File: src/rtl/teclado_pkg.sv
// Shared keypad definitions: BCD digit and operand types, key codes and the
// key-press FSM states. Also used by the save stage and the adder.
package teclado_pkg;

   localparam int unsigned N_DIG = 4;
   localparam int unsigned CNT_W = 3;

   typedef logic [3:0] bcd_t;
   typedef bcd_t [N_DIG-1:0] operando_t;

   localparam bcd_t MAX_DIGITO   = 4'h9;
   localparam bcd_t TECLA_ENTER  = 4'hA;
   localparam bcd_t TECLA_BORRAR = 4'hB;
   localparam bcd_t TECLA_RETRO  = 4'hC;

   // Key-press FSM states (plain constants so older blocks can share them)
   typedef logic [0:0] estado_tecla_e;
   localparam estado_tecla_e LIBRE    = 1'b0;
   localparam estado_tecla_e RETENIDO = 1'b1;

   // Key codes 0..9 are decimal digits
   function automatic logic es_digito(input bcd_t t);
      return (t <= MAX_DIGITO);
   endfunction

endpackage

File: src/rtl/detector_pulsacion.sv
// Press detector: turns the level tecla_valida into a single-cycle accept
// strobe, so a key held for any number of cycles acts exactly once.
//   clk, rst      : clock, synchronous active-high reset
//   tecla_valida  : key held level from the keypad scanner
//   acepta_c      : combinational strobe, high on the edge that accepts a press
module detector_pulsacion
   import teclado_pkg::*;
(
   input  logic clk,
   input  logic rst,
   input  logic tecla_valida,
   output logic acepta_c
);

   estado_tecla_e estado, estado_sig;

   // State register; rst wins even while a key is held
   always_ff @(posedge clk) begin
      if (rst) estado <= LIBRE;
      else     estado <= estado_sig;
   end

   // Next state and accept strobe
   always_comb begin
      estado_sig = estado;
      acepta_c   = 1'b0;
      case (estado)
         LIBRE: begin
            if (tecla_valida) begin
               acepta_c   = 1'b1;
               estado_sig = RETENIDO;
            end
         end
         RETENIDO: begin
            if (!tecla_valida) estado_sig = LIBRE;
         end
         default: estado_sig = LIBRE;
      endcase
   end

endmodule

File: src/rtl/captura_digitos.sv
// Keypad entry stage: shifts BCD digits into a 4-digit operand, supports
// clear/backspace, and pulses guardar on enter for the downstream save stage.
//   clk, rst      : clock, synchronous active-high reset
//   tecla         : key code, valid while tecla_valida=1
//   tecla_valida  : key held level
//   rst_dat       : clear request from the save stage
//   numero        : operand, [0] is the least significant digit
//   num_digitos   : digits entered, 0..N_DIG
//   lleno         : num_digitos == N_DIG
//   guardar       : one-cycle pulse after an accepted enter
module captura_digitos
   import teclado_pkg::*;
(
   input  logic                  clk,
   input  logic                  rst,
   input  logic [3:0]            tecla,
   input  logic                  tecla_valida,
   input  logic                  rst_dat,
   output logic [N_DIG-1:0][3:0] numero,
   output logic [2:0]            num_digitos,
   output logic                  lleno,
   output logic                  guardar
);

   logic             acepta_c;
   operando_t        numero_d;
   logic [CNT_W-1:0] cnt_d;
   logic             guardar_d;

   detector_pulsacion u_detector (
      .clk          (clk),
      .rst          (rst),
      .tecla_valida (tecla_valida),
      .acepta_c     (acepta_c)
   );

   assign lleno = (num_digitos == CNT_W'(N_DIG));

   // Key decode; rst_dat overrides the data effect but not the enter pulse
   always_comb begin
      numero_d  = numero;
      cnt_d     = num_digitos;
      guardar_d = 1'b0;
      if (acepta_c) begin
         if (es_digito(tecla)) begin
            if (!lleno) begin
               numero_d = {numero[N_DIG-2:0], tecla};
               cnt_d    = num_digitos + CNT_W'(1);
            end
         end else begin
            case (tecla)
               TECLA_RETRO: begin
                  if (num_digitos != '0) begin
                     numero_d = {4'h0, numero[N_DIG-1:1]};
                     cnt_d    = num_digitos - CNT_W'(1);
                  end
               end
               TECLA_BORRAR: begin
                  numero_d = '0;
                  cnt_d    = '0;
               end
               TECLA_ENTER: guardar_d = 1'b1;
               default: ;
            endcase
         end
      end
      if (rst_dat) begin
         numero_d = '0;
         cnt_d    = '0;
      end
   end

   // Output registers
   always_ff @(posedge clk) begin
      if (rst) begin
         numero      <= '0;
         num_digitos <= '0;
         guardar     <= 1'b0;
      end else begin
         numero      <= numero_d;
         num_digitos <= cnt_d;
         guardar     <= guardar_d;
      end
   end

endmodule
File: config.mk
export PLATFORM = sky130hd
export DESIGN_NAME = captura_digitos
export DESIGN_NICKNAME = d
export VERILOG_FILES = /design/src/rtl/teclado_pkg.sv /design/src/rtl/detector_pulsacion.sv /design/src/rtl/captura_digitos.sv
export SDC_FILE = /design/constraint.sdc
export NUM_CORES = 1
export LEC_CHECK = 0
export ABC_AREA = 1
export CAP_MARGIN = 20
export CORE_ASPECT_RATIO = 1.2
export CORE_MARGIN = 8
export CORE_UTILIZATION = 48
export CTS_BUF_LIST = sky130_fd_sc_hd__clkbuf_16
export DETAILED_ROUTE_END_ITERATION = 10
export GPL_TIMING_DRIVEN = 0
export PLACE_DENSITY = 0.78
export SETUP_SLACK_MARGIN = 0.5
export SLEW_MARGIN = 20
export SYNTH_ARGS = -nofsm -noshare
export SYNTH_HDL_FRONTEND = slang
export SYNTH_SLANG_ARGS = --single-unit
File: constraint.sdc
create_clock -name clk -period 1.72 [get_ports clk]
set_input_delay 0.344 -clock clk [delete_from_list [all_inputs] [get_ports clk]]
set_output_delay 0.344 -clock clk [all_outputs]
set_load 0.02 [all_outputs]
# Yosys cells after proc, flatten, opt, wreduce, memory -nomap -nowiden
# Index checks and enable logic that the tools add are counted.
[totals]
ff_bits = 21
inputBits = 8
elab_cells = 33
[op_classes]
n_addsub = 2
order_cmp = 1
n_eq_ne = 6
muxes = 11
bitwise = 1
reduce_logical = 5
[op_table]
columns = ["op", "n"]
rows = [
  ["16-bit 2-to-1 mux", 3],
  ["16-bit one-hot mux with 2 select lines", 1],
  ["4-bit equality test, second input constant", 3],
  ["3-bit 2-to-1 mux", 3],
  ["3-bit one-hot mux with 2 select lines", 1],
  ["3-bit nonzero test", 2],
  ["4-bit less-or-equal comparator, second input constant", 1],
  ["4-bit AND reduction", 1],
  ["3-bit by 1-bit adder with 3-bit output, second input constant", 1],
  ["3-bit equality test, second input constant", 1],
  ["1-bit 2-to-1 mux", 3],
  ["3-bit inequality test, second input constant", 1],
  ["3-bit OR reduction", 1],
  ["3-bit by 1-bit subtractor with 3-bit output, second input constant", 1],
  ["2-bit inequality test, second input constant", 1],
  ["2-bit OR reduction", 1],
  ["1-bit NOT", 1],
]

# Logic depth before layout (Yosys ltp)
[depth]
ltp_word = 4
depth_mapped = 10
mapped_depth_nobuf = 9

# Modules after synthesis
# From an unflattened synthesis, not the netlist that was laid out.
[unflattened]
cells_unflattened = 199
hier_area_um2 = 1218.7
[by_module_without_submodules]
columns = ["mod", "n_inst", "cells_per_inst", "area_each_um2", "seq_area_each_um2"]
rows = [
  ["captura_digitos", 1, 195, 1187.4, 400.4],
  ["detector_pulsacion", 1, 4, 31.3, 20.0],
]

# Worst setup path before layout
# No wires, ideal clock.
[synth_path]
path_kind = "register to register"
start = "register num_digitos[0]"
end = "register num_digitos[1]"
setup_time_ps = 113
arrival_time_ps = 1614
required_ps = 1607
path_slack_ps = -7
stages_incl_launch_ff = 10
period_less_slack_ps = 1727
path_cell_list = "dfxtp_1 > inv_1 > ha_1 > nand2_1 > inv_1 > a21oi_4 > nand2_4 > buf_4 > nor2_1 > nor2_1"
[synth_between]
word_cells_on_any_way = 11
[synth_rtl]
columns = ["item", "line_no", "source"]
rows = [
  ["from (decl)", "captura_digitos.sv:20", "output logic [2:0] num_digitos,"],
  ["from (signal assigned)", "captura_digitos.sv:81", "num_digitos <= cnt_d;"],
  ["3-bit equality test", "captura_digitos.sv:37", "assign lleno = (num_digitos == CNT_W'(N_DIG));"],
  ["net lleno", "captura_digitos.sv:21", "output logic lleno,"],
  ["2-bit inequality test (no source line)", "-", ""],
  ["4-bit AND reduction (no source line)", "-", ""],
]
# The timed path passes the listed nets, and every way through them passes these cells. The select of a mux whose other input is x is not followed.
# A chain may end at the register's enable or synchronous reset.

# Worst setup path after layout
[layout_path]
start = "register num_digitos[0]"
end = "register numero[7] (netlist bit)"
[layout_between]
elab_chain_len = 3
word_cells_on_any_way = 5
[layout_lines]
columns = ["item", "line_no", "source"]
rows = [
  ["3-bit equality test or 3-bit nonzero test (tied branches)", "captura_digitos.sv:37, captura_digitos.sv:53", ""],
  ["2-bit inequality test (no source line) or 3-bit inequality test (tied branches)", "-", ""],
  ["4-bit AND reduction (no source line) (*)", "-", ""],
  ["to (signal assigned)", "captura_digitos.sv:80", "numero <= numero_d;"],
  ["to (decl)", "captura_digitos.sv:19", "output logic [N_DIG-1:0][3:0] numero,"],
]
# Every way passes the cells marked *; elsewhere a longest branch is shown, timed or not.

==> impl_metrics.yaml <==
status:
  status: "finished clean"
global_route:
  gr-total-overflow: 0
  grt_pass1_vias: 1273
  grt_start_max_net_pins: 13
  grt_antenna_before_repair: 0
  grt_pass1_wl_um: 5850
  track_usage: 0.170
floorplanning:
  start_util: 0.490
  dieArea_mm2: 0.00437
  fp-row-count: 20
  core_mm2: 0.00245
  die_w_um: 61.7
  io_pins: 29
  die_h_um: 70.8
sta:
  fin_tns_setup_ns: 0
  period_share: 0.847
  timing.fmax_ghz: 0.686
  relSlewSlack: 0.827
  skew_ns: 0.00353
  final-hold-violation-count: 0
  rsz0062_at_grt: "yes"
  worstMarginPinSlew_ns: 0.257
  finalSetupViolations: 0
  slew_viol_final: 0
  layout_min_cycle_time_ns: 1.46
power:
  total_power_w: 0.00138
  powerDensity_mw_per_mm2: 747
  ir_drop_mv: 0.710
  leakagePower_nw: 0.896
clock_network:
  cts_tree: "yes"
  clk_latency_ns: 0.25
  clk_pin_slew_ns: 0.06
  cts_buffers: 3
  htreeDepth: 1
  root_buffer: "clkbuf_16"
  clock-sinks: 21
  cts_buffer_depth: 2
routing:
  drtIter0Drc: 35
  postRouteAntennaNets: 0
  top_layer: "met4"
  firstDrtPassIters: 4
  met1_length_um: 1490
  drt_drc_violations_left: 0
  wl_met3_um: 146
  wl_per_cell_um: 13.9
  drt_wl_total_um: 3720
  viasPerCell: 4.90
  vias: 1312
  wl_met2_um: 1960
synthesis:
  syn_area_per_cell_um2: 6.40
  synth_seq_area_share: 0.350
  synthCells: 188
  synth_cell_types: 23
  synth-seq-cells: 21
  yosys.area_share.simple: 0.416
  synth_mux_area_frac: 0
  synth_nets: 199
  syn-cell-area_mm2: 0.00120
  synth-compound-area-share: 0.0895
  synth_xor_area_frac: 0.00728
  synth_top_family_by_area: "simple AND/OR/NAND/NOR gates"
  synthAdderAreaFrac: 0.0312
  yosysWarnings: 0
placed_design:
  port_buffers: 28
  place.gp.congestion: 0.845
  place_inst: 249
  hpwl_um: 2260
  dpl_cell_area_mm2: 0.00156
finish:
  utilization: 0.751
  final_area_mm2: 0.00184
  nNetsFinal: 247
  antenna_cells: 0
  stdcell_count: 268
  areaGrowthSynthToFinish_pct: 53.1
  layout-drive-gt1-share: 0.417
critical_path:
  path_class: "reg -> reg"
  arrival_ns: 1.65
  required_ns: 1.91
  crit_fanout: 5
  r2r_setup_slack_ns: 0.26
  start_kind: "register"
  endpoint_kind: "register"
flow_run:
  max-cap-violations: 0
hold_path:
  hp-class: "in -> reg"
## cell families (layout without fill, tap and decap cells)
logic type | after synthesis | count (layout)
DFF | 21 | 21
AOI/OAI and AO/OA | 17 | 17
xor gates and xnor gates | 1 | 1
and+or+nand+nor | 118 | 118
adders and majority gates | 3 | 3
buffers and inverters | 28 | 75
## sequential cells by signal, indices dropped and copies added, names as in the netlist
register           count
guardar                1
numero                16
u_detector.estado      1
num_digitos            3
## per-stage QoR
step           worst slack, ns  hold WS (ns)
5_1_grt                  0.197         0.477
3_3_place_gp            -0.249         0.497
2_1_floorplan            0.322         0.416
4_1_cts                  0.252         0.439
6_report                 0.263         0.437
3_5_place_dp            -0.297         0.501
## synthesized netlist by cell type
cell type	n	area [um2]
a21oi_1	3	15.0
a21oi_4	1	16.3
buf_2	2	10.0
buf_4	1	7.51
buf_6	2	22.5
clkbuf_2	1	5.00
dfxtp_1	21	420
ha_1	3	37.5
inv_1	22	82.6
nand2_1	56	210
nand2_2	5	31.3
nand2_4	2	22.5
nand3_1	6	30.0
nand4_1	1	6.26
nor2_1	42	158
nor2_2	2	12.5
nor2_4	1	11.3
nor4_1	1	6.26
o21ai_0	11	55.1
o21ai_1	1	5.00
o21ai_4	1	16.3
or2_2	2	12.5
xnor2_1	1	8.76
## cell usage in the layout, fill, tap and decap left out, types with 2 or more instances in the layout
cell type,count
nor2_2,11
inv_1,17
clkdlybuf4s15_2,4
buf_6,4
nand2_2,11
inv_4,3
buf_2,16
o21ai_1,2
inv_2,2
dlygate4sd2_1,2
clkbuf_16,3
buf_4,12
clkbuf_2,3
nand2_4,6
nor2_4,6
nand3_1,5
buf_12,2
nand2_1,46
dfxtp_4,2
buf_8,2
a21oi_1,3
o21ai_0,10
dfxtp_1,18
nor2_1,28
clkdlybuf4s50_1,2
## what timing repair did
action                                  4_1_cts  5_1_grt
hold endpoints to repair                      0        0
setup buffers                                12        2
pin swaps                                    13       17
endpoints found under the setup margin       40       30
resized for setup                            96       45
cloned                                        1        0
hold buffers                                  0        0
## worst max-delay path: stages (launching register included)
cell and delay, ns:
dfxtp_4 0.36, inv_4 0.04, ha_4 0.16, nand2_4 0.06
inv_4 0.03, a21oi_4 0.15, nand2_4 0.10, buf_12 0.14
buf_16 0.13, nand2_4 0.06, nand2_4 0.06, nor2_4 0.11
## power by group
part | internal, W | total, W | switching [W] | leakage, nW
combinational | 0.000154 | 0.000353 | 0.000199 | 0.682
sequential | 0.000504 | 0.000518 | 0.0000146 | 0.173
clock | 0.000313 | 0.000504 | 0.000192 | 0.0409
## layout make-up
type	instances	area [um2]
Buffer	6	61.3
Clock buffer	3	75.1
Clock inverter	1	5.00
Fill cell	199	612
Inverter	22	90.1
Multi-Input combinational cell	139	782
Sequential cell	21	429
Tap cell	33	41.3
Timing Repair Buffer	43	357
## per-layer routing
| layer | vias to the layer above | global-route usage |
|---|---|---|
| li1 | 668 | - |
| met1 | 594 | 0.199 |
| met2 | 42 | 0.299 |
| met3 | 8 | 0.0290 |
| met4 | 0 | 0.0431 |
| met5 | - | 0 |
## worst paths after layout
| kind | from | depth (start not counted) | to |
|---|---|---|---|
| setup / recovery | num_digitos[0] | 11 | numero[7] |
| hold / removal | tecla_valida | 3 | u_detector.estado |
| setup reg to reg | num_digitos[0] | 11 | numero[7] |
| hold reg to reg | numero[14] | 2 | numero[14] |
No activity file was read; power rests on OpenSTA's default activity.
